--- src/rtl/dsp_decode_stage.sv ---
// dsp_decode_stage: registered decode stage between fetch and the ALU/MEM stage.
// Decodes the 32-bit instruction word, drives the register-file read addresses
// combinationally from it, and captures operands and control into one output
// pipeline register guarded by a valid/ready handshake. A load whose result is
// read by the very next instruction gets a one-cycle bubble. Undefined opcodes
// are issued as a NOP bundle with `illegal` set. `flush` kills the held bundle
// and the incoming instruction.
// Ports:
//   clk, rst_n                       clock, asynchronous active-low reset
//   flush                            kill held/incoming instruction
//   in_valid / in_ready              fetch-side handshake
//   instruction                      32-bit instruction word
//   reg_addr1/2/3, rd_data1/2/3      regfile read ports (same-cycle data)
//   out_valid / out_ready            downstream handshake
//   alu_mode, mem_mode, flow_mode,
//   write_back_en, reg_dest, shamt,
//   data_s1/s2/s3, jaddress, illegal decoded bundle (registered)
// Opcode = instruction[31:26]; R1 = [25:21], R2 = [20:16], R3 = [15:11], Lit = [15:0].
module dsp_decode_stage #(
    parameter int DATA_W   = 16,
    parameter int REG_AW   = 5,
    parameter int SEXT_IMM = 0,
    parameter int ACC_REG  = 31,
    parameter int LU_STALL = 1
) (
    input  logic              clk,
    input  logic              rst_n,
    input  logic              flush,
    input  logic              in_valid,
    output logic              in_ready,
    input  logic [31:0]       instruction,
    output logic [REG_AW-1:0] reg_addr1,
    output logic [REG_AW-1:0] reg_addr2,
    output logic [REG_AW-1:0] reg_addr3,
    input  logic [DATA_W-1:0] rd_data1,
    input  logic [DATA_W-1:0] rd_data2,
    input  logic [DATA_W-1:0] rd_data3,
    output logic              out_valid,
    input  logic              out_ready,
    output logic [7:0]        alu_mode,
    output logic [2:0]        mem_mode,
    output logic [2:0]        flow_mode,
    output logic              write_back_en,
    output logic [REG_AW-1:0] reg_dest,
    output logic [4:0]        shamt,
    output logic [DATA_W-1:0] data_s1,
    output logic [DATA_W-1:0] data_s2,
    output logic [DATA_W-1:0] data_s3,
    output logic [15:0]       jaddress,
    output logic              illegal
);

    localparam logic [5:0] OP_NOP  = 6'h00, OP_ADD  = 6'h01, OP_SUB  = 6'h02, OP_AND  = 6'h03;
    localparam logic [5:0] OP_OR   = 6'h04, OP_XOR  = 6'h05, OP_MUL  = 6'h06, OP_SQR  = 6'h07;
    localparam logic [5:0] OP_MAC  = 6'h08, OP_SHL  = 6'h09, OP_SHR  = 6'h0A, OP_ROL  = 6'h0B;
    localparam logic [5:0] OP_ROR  = 6'h0C, OP_ADDI = 6'h10, OP_SUBI = 6'h11, OP_ANDI = 6'h12;
    localparam logic [5:0] OP_ORI  = 6'h13, OP_XORI = 6'h14, OP_LD   = 6'h20, OP_ST   = 6'h21;
    localparam logic [5:0] OP_LDI  = 6'h22, OP_JMP  = 6'h30, OP_BEZ  = 6'h31, OP_BNEZ = 6'h32;
    localparam logic [5:0] OP_BEQ  = 6'h33;

    localparam logic [7:0] ALU_NOP = 8'h00, ALU_ADD = 8'h01, ALU_SUB = 8'h02, ALU_AND = 8'h03;
    localparam logic [7:0] ALU_OR  = 8'h04, ALU_XOR = 8'h05, ALU_MUL = 8'h06, ALU_SQR = 8'h07;
    localparam logic [7:0] ALU_MAC = 8'h08, ALU_SHL = 8'h09, ALU_SHR = 8'h0A, ALU_ROL = 8'h0B;
    localparam logic [7:0] ALU_ROR = 8'h0C, ALU_PASS = 8'h0D;

    localparam logic [2:0] MEM_NONE = 3'd0, MEM_LD = 3'd1, MEM_ST = 3'd2;
    localparam logic [2:0] FLOW_NONE = 3'd0, FLOW_JMP = 3'd1, FLOW_BEZ = 3'd2;
    localparam logic [2:0] FLOW_BNEZ = 3'd3, FLOW_BEQ = 3'd4;

    localparam logic [REG_AW-1:0] ACC_ADDR = REG_AW'(ACC_REG);

    typedef struct packed {
        logic              ill;
        logic [7:0]        alu;
        logic [2:0]        mem;
        logic [2:0]        flow;
        logic              wb;
        logic [REG_AW-1:0] dest;
        logic [4:0]        shamt;
        logic [DATA_W-1:0] s1;
        logic [DATA_W-1:0] s2;
        logic [DATA_W-1:0] s3;
        logic [15:0]       jaddr;
    } bundle_t;

    // ALU_NOP, MEM_NONE and FLOW_NONE are all zero, so the NOP bundle is all zeros.
    localparam bundle_t NOP_BUNDLE = '0;

    typedef enum logic [0:0] {ST_RUN = 1'b0, ST_BUBBLE = 1'b1} state_t;

    function automatic logic [7:0] op_alu(input logic [5:0] op);
        logic [7:0] alu;
        case (op)
            OP_ADD, OP_ADDI: alu = ALU_ADD;
            OP_SUB, OP_SUBI: alu = ALU_SUB;
            OP_AND, OP_ANDI: alu = ALU_AND;
            OP_OR,  OP_ORI:  alu = ALU_OR;
            OP_XOR, OP_XORI: alu = ALU_XOR;
            OP_MUL:          alu = ALU_MUL;
            OP_SQR:          alu = ALU_SQR;
            OP_MAC:          alu = ALU_MAC;
            OP_SHL:          alu = ALU_SHL;
            OP_SHR:          alu = ALU_SHR;
            OP_ROL:          alu = ALU_ROL;
            OP_ROR:          alu = ALU_ROR;
            OP_LDI:          alu = ALU_PASS;
            default:         alu = ALU_NOP;
        endcase
        return alu;
    endfunction

    logic [5:0]        opcode_s;
    logic [REG_AW-1:0] f_r1_s, f_r2_s, f_r3_s;
    logic [DATA_W-1:0] lit_s;
    logic [REG_AW-1:0] addr1_s, addr2_s, addr3_s;
    logic              use1_s, use2_s, use3_s;
    bundle_t           dec_s;
    bundle_t           bundle_r;
    logic              out_valid_r;
    state_t            state_r, state_nxt_s;
    logic              lu_hit_s, bubble_now_s, load_s, accept_s;

    assign opcode_s = instruction[31:26];
    assign f_r1_s   = REG_AW'(instruction[25:21]);
    assign f_r2_s   = REG_AW'(instruction[20:16]);
    assign f_r3_s   = REG_AW'(instruction[15:11]);

    // Immediate extension to the datapath width.
    always_comb begin
        if (SEXT_IMM != 0) begin
            lit_s = DATA_W'($signed(instruction[15:0]));
        end else begin
            lit_s = DATA_W'(instruction[15:0]);
        end
    end

    // Instruction decode: read addresses, port-use flags and the candidate bundle.
    always_comb begin
        dec_s   = NOP_BUNDLE;
        addr1_s = '0;
        addr2_s = '0;
        addr3_s = '0;
        use1_s  = 1'b0;
        use2_s  = 1'b0;
        use3_s  = 1'b0;
        case (opcode_s)
            OP_NOP: dec_s = NOP_BUNDLE;
            OP_ADD, OP_SUB, OP_AND, OP_OR, OP_XOR, OP_MUL, OP_MAC: begin
                addr1_s = f_r1_s;   use1_s = 1'b1;
                addr2_s = f_r2_s;   use2_s = 1'b1;
                dec_s.s1 = rd_data1;
                dec_s.s2 = rd_data2;
                dec_s.dest = f_r3_s;
                dec_s.wb = 1'b1;
                dec_s.shamt = instruction[10:6];
                if (opcode_s == OP_MAC) begin
                    addr3_s = ACC_ADDR; use3_s = 1'b1;
                    dec_s.s3 = rd_data3;
                end else begin
                    dec_s.s3 = '0;
                end
            end
            OP_SQR: begin
                addr1_s = f_r1_s;   use1_s = 1'b1;
                dec_s.s1 = rd_data1;
                dec_s.s2 = rd_data1;
                dec_s.dest = f_r3_s;
                dec_s.wb = 1'b1;
                dec_s.shamt = instruction[10:6];
            end
            OP_SHL, OP_SHR, OP_ROL, OP_ROR: begin
                addr1_s = f_r1_s;   use1_s = 1'b1;
                dec_s.s1 = rd_data1;
                dec_s.dest = f_r3_s;
                dec_s.wb = 1'b1;
                dec_s.shamt = instruction[10:6];
            end
            OP_ADDI, OP_SUBI, OP_ANDI, OP_ORI, OP_XORI: begin
                addr1_s = f_r1_s;   use1_s = 1'b1;
                dec_s.s1 = rd_data1;
                dec_s.s2 = lit_s;
                dec_s.dest = f_r2_s;
                dec_s.wb = 1'b1;
            end
            OP_LD: begin
                // Address register comes from the R2 field, result goes to R1.
                addr1_s = f_r2_s;   use1_s = 1'b1;
                dec_s.s1 = rd_data1;
                dec_s.dest = f_r1_s;
                dec_s.wb = 1'b1;
                dec_s.mem = MEM_LD;
            end
            OP_ST: begin
                // R2 holds the address, R1 the store data.
                addr1_s = f_r1_s;   use1_s = 1'b1;
                addr2_s = f_r2_s;   use2_s = 1'b1;
                dec_s.s1 = rd_data2;
                dec_s.s2 = rd_data1;
                dec_s.mem = MEM_ST;
            end
            OP_LDI: begin
                dec_s.s1 = lit_s;
                dec_s.dest = f_r1_s;
                dec_s.wb = 1'b1;
            end
            OP_JMP: begin
                dec_s.jaddr = instruction[15:0];
                dec_s.flow = FLOW_JMP;
            end
            OP_BEZ, OP_BNEZ: begin
                addr1_s = f_r1_s;   use1_s = 1'b1;
                dec_s.s1 = rd_data1;
                dec_s.jaddr = instruction[15:0];
                dec_s.flow = (opcode_s == OP_BEZ) ? FLOW_BEZ : FLOW_BNEZ;
            end
            OP_BEQ: begin
                addr1_s = f_r1_s;   use1_s = 1'b1;
                addr2_s = f_r2_s;   use2_s = 1'b1;
                dec_s.s1 = rd_data1;
                dec_s.s2 = rd_data2;
                dec_s.jaddr = instruction[15:0];
                dec_s.flow = FLOW_BEQ;
            end
            default: dec_s.ill = 1'b1;
        endcase
        dec_s.alu = op_alu(opcode_s);
    end

    assign reg_addr1 = addr1_s;
    assign reg_addr2 = addr2_s;
    assign reg_addr3 = addr3_s;

    // Load-use detection: held bundle is a writing load and an incoming used port reads its dest.
    always_comb begin
        lu_hit_s = (LU_STALL != 0) && out_valid_r && (bundle_r.mem == MEM_LD) && bundle_r.wb &&
                   in_valid && ((use1_s && (addr1_s == bundle_r.dest)) ||
                                (use2_s && (addr2_s == bundle_r.dest)) ||
                                (use3_s && (addr3_s == bundle_r.dest)));
    end

    assign load_s   = ~out_valid_r | out_ready;
    assign in_ready = load_s & ~bubble_now_s & ~flush;
    assign accept_s = in_valid & in_ready;

    // Hazard FSM state register.
    always_ff @(posedge clk or negedge rst_n) begin
        if (!rst_n) begin
            state_r <= ST_RUN;
        end else begin
            state_r <= state_nxt_s;
        end
    end

    // Hazard FSM next state: a bubble is only committed when the register advances.
    always_comb begin
        state_nxt_s = ST_RUN;
        case (state_r)
            ST_RUN: begin
                if (flush) begin
                    state_nxt_s = ST_RUN;
                end else if (bubble_now_s && load_s) begin
                    state_nxt_s = ST_BUBBLE;
                end else begin
                    state_nxt_s = ST_RUN;
                end
            end
            ST_BUBBLE: state_nxt_s = ST_RUN;
            default:   state_nxt_s = ST_RUN;
        endcase
    end

    // Hazard FSM output: stall fetch only while running.
    always_comb begin
        bubble_now_s = 1'b0;
        case (state_r)
            ST_RUN:    bubble_now_s = lu_hit_s;
            ST_BUBBLE: bubble_now_s = 1'b0;
            default:   bubble_now_s = 1'b0;
        endcase
    end

    // Output pipeline register; flush beats every other event.
    always_ff @(posedge clk or negedge rst_n) begin
        if (!rst_n) begin
            out_valid_r <= 1'b0;
            bundle_r    <= NOP_BUNDLE;
        end else if (flush) begin
            out_valid_r <= 1'b0;
            bundle_r    <= NOP_BUNDLE;
        end else if (load_s) begin
            out_valid_r <= accept_s;
            bundle_r    <= accept_s ? dec_s : NOP_BUNDLE;
        end
    end

    assign out_valid     = out_valid_r;
    assign illegal       = bundle_r.ill;
    assign alu_mode      = bundle_r.alu;
    assign mem_mode      = bundle_r.mem;
    assign flow_mode     = bundle_r.flow;
    assign write_back_en = bundle_r.wb;
    assign reg_dest      = bundle_r.dest;
    assign shamt         = bundle_r.shamt;
    assign data_s1       = bundle_r.s1;
    assign data_s2       = bundle_r.s2;
    assign data_s3       = bundle_r.s3;
    assign jaddress      = bundle_r.jaddr;

endmodule

--- config.mk ---
export PLATFORM = sky130hd
export DESIGN_NAME = dsp_decode_stage
export DESIGN_NICKNAME = d
export VERILOG_FILES = /design/src/rtl/dsp_decode_stage.sv
export SDC_FILE = /design/constraint.sdc
export NUM_CORES = 1
export LEC_CHECK = 0
export BUFFER_PORTS_ARGS = -buffer_cell sky130_fd_sc_hd__buf_2
export CORE_MARGIN = 2
export CORE_UTILIZATION = 49
export CTS_CLUSTER_DIAMETER = 30
export DETAILED_ROUTE_END_ITERATION = 10
export PLACE_DENSITY = 0.88
export RECOVER_POWER = 50
export SYNTH_ARGS = -nofsm -noshare
export SYNTH_HDL_FRONTEND = slang
export SYNTH_SLANG_ARGS = --single-unit
--- constraint.sdc ---
create_clock -name clk -period 3 [get_ports clk]
set_input_delay 0.3 -clock clk [delete_from_list [all_inputs] [get_ports clk]]
set_output_delay 0.3 -clock clk [all_outputs]
set_load 0.01 [all_outputs]
==> metrics <==
worst hold path type input port to flop; setup violators final 0; Setup crit start kind input port; hold buffers post-CTS 0; sequential-to-total area share from yosys stat 0.461; fill cell count 781; GP Congestion around 0.98; Die Ht around 100 um; Cell Area, Placed 5990 um^2; Initial Utilization 0.509; WS Path Type input port to output pin; slew margin rel. -0.437; GRT Overall Usage 0.299; crit path time final 2.92 ns; Critical Path End Type output pin; cell mode on critical path buf_2; fin crit share 0.975; MaxCap Viol Count 1; final net count 751; Clock Tree Buf Depth 2; CP cell instances buf_2 > or4b_4 > o31ai_4 > o22ai_1 > or4_4 > nor4_4 > a21o_4 > a21oi_1 > buf_2; worst r2r src reg_dest[0]; Inserted Diodes 0; Sw Share 0.317; layout cells sized above 1 0.379; first-pass GRT wire length 24100 um; core area a little over 9000 um^2; hold path depth 2; leakage 3.02 nW; status finished with violations; drt pass-1 iters 11; most used flip-flop cell after synthesis dfrtp_1; internal power consumption 1.71 mW; CP Max Fanout 6; CP arrival 2.62 ns; hold_sp rd_data3[6]; Fin. Hold Viols 0; Power Density just over 400 nW/um^2; Synth Warn # 0; CTS root buffer clkbuf_8; die width 102 um; failing checks DRC, capacitance limit, slew limit; R2R cell count 10; vias in the first global route 4682; Sequential cell area 2180 um^2; cell count after synthesis 458; Top Ports ~190; DR vias 4944; most common cell after layout, fill and taps aside buf_2; later-pin clock latency in the skew report approximately 0.36 ns; Avg WL per Cell about 20 um; Total Power 2.51 mW; most frequent cells in the layout buf_2 (135), dfrtp_1 (83), a22o_1 (53), buf_4 (51), clkbuf_1 (50); P&R area growth vs syn 31.8%; fin cells 796; global route overflow 0; HPWL after DPL 11600 um; Reg clk slew, reported paths 0.11 ns; Req. time, crit path 2.70 ns; clock skew 0.0140 ns; mean post-synth cell area 10.3 um^2; TritonCTS clock tree yes; Combinational Power Share 0.187; number of clock sinks 87; slack of the worst reg-to-reg path 0.37 ns; actual slew at the worst max-slew pin 2.16 ns; CP max stage cell or4b_4; Mapped Area about 4700 um^2; Peak VDD IR about 0.26 mV; post-synthesis cell type count 63; FF-to-FF End data_s3[13]; clock power share 0.330; Detailed Route WL 16000 um; Detail Route Antenna Nets 0; final hold slack 0.150 ns; Async SR Flop Fraction 1.00; Num CTS Buffers 9; antenna violations before repair 0; Sw Pwr 0.793 mW; largest net degree at the start of global routing 88; Multi-input gate area 2340 um^2; H-tree depth 3; I/O Buffers 186; DRC marker count from the first detailed-route iteration 601; Std-Cell Rows 35; fin. max-slew vios 88; FF+latch count, synth 87; placed cells 777; total die area 10400 um^2; Fin Setup TNS 0 ns; Crit path largest cell delay 0.60 ns; Worst Hold Path EP data_s3[6]; post-route cell area about 6200 um^2; FMAX about 340 MHz; EDFF count, synth 0; sequential share of power 0.483; drc violations 7; number of vias per cell 6.21
metrics by stage:
stage	worst slack [ns]	util
global route	-0.0169	0.671
finish	0.0761	0.671
CTS	0.0156	0.668
floorplan	0.120	-
detailed placement	-0.177	0.646
global placement	-0.155	0.646
cell families after synthesis:
family,share of synthesized area
AOI/OAI and AO/OA,0.319
DFF,0.461
xor gates and xnor gates,0.00927
muxes,0.00238
buffers and inverters,0.0667
other,0.000794
adders and majority gates,0.0106
and+or+nand+nor,0.131
area by class of cell:
| class | instances | area share |
|---|---|---|
| Clock buffer | 9 | 0.0199 |
| Clock inverter | 7 | 0.0117 |
| Inverter | 9 | 0.00542 |
| Multi-Input combinational cell | 315 | 0.376 |
| Sequential cell | 87 | 0.350 |
| Tap cell | 129 | 0.0259 |
| Timing Repair Buffer | 240 | 0.211 |
power groups by stage:
stage / Clock [mW] / Combinational, mW / Sequential (mW)
after CTS: 0.839 / 0.451 / 1.21
after detailed placement: 0 / 0.448 / 1.23
final: 0.826 / 0.469 / 1.21
after global placement: 0 / 0.442 / 1.23
after global routing: 0.890 / 0.503 / 1.21
after floorplan: 0 / 0.216 / 1.24
worst max path at each step:
stage                         start      endpoint  slack [ns]  cells after the start
detailed placement  instruction[30]   data_s3[13]       -0.18                     11
global route        instruction[26]      in_ready       -0.02                     11
global placement    instruction[26]      shamt[0]       -0.15                     12
CTS                 instruction[27]      in_ready        0.02                     12
floorplan           instruction[27]  jaddress[10]        0.12                     12
finish              instruction[30]      in_ready        0.08                      9
state kept, by name (all words and copies together), names as in the netlist, 2 cells and up:
| name | cells |
|---|---|
| flow_mode | 3 |
| data_s1 | 16 |
| jaddress | 16 |
| mem_mode | 2 |
| alu_mode | 4 |
| reg_dest | 5 |
| data_s2 | 16 |
| shamt | 5 |
| data_s3 | 16 |
cell usage after synthesis (7+ instances only):
library cell  instances  area share
dfrtp_1              87        0.46
a22o_1               53       0.098
nand2_1              44       0.035
a222oi_1             37       0.078
clkbuf_1             31       0.025
nor2_1               31       0.025
o21ai_2              20       0.037
o21ai_0              18       0.019
buf_4                10       0.016
inv_1                 9      0.0071
a21oi_1               8      0.0085
nand2b_1              8       0.011
o31ai_1               8       0.013
a32o_1                7       0.015
nor3_1                7      0.0074
what timing repair did:
item	in CTS	in global routing
endpoints found under the setup margin	1	27
buffers inserted	0	3
resized for setup	4	17
layer usage:
| metal | global-route usage | vias to the layer above | routed length (um) |
|---|---|---|---|
| met5 | 0 | - | 0 |
| met4 | 0.119 | 0 | 385 |
| met3 | 0.0684 | 41 | 1660 |
| met2 | 0.492 | 331 | 7750 |
| met1 | 0.386 | 2390 | 6210 |
| li1 | - | 2182 | - |
critical path: cells and delay by family:
kind | cells | cell delay [ns]
AOI/OAI and AO/OA | 4 | 0.63
and+or+nand+nor | 3 | 1.40
buffers and inverters | 2 | 0.28
Power figures use the tool's default switching activity.
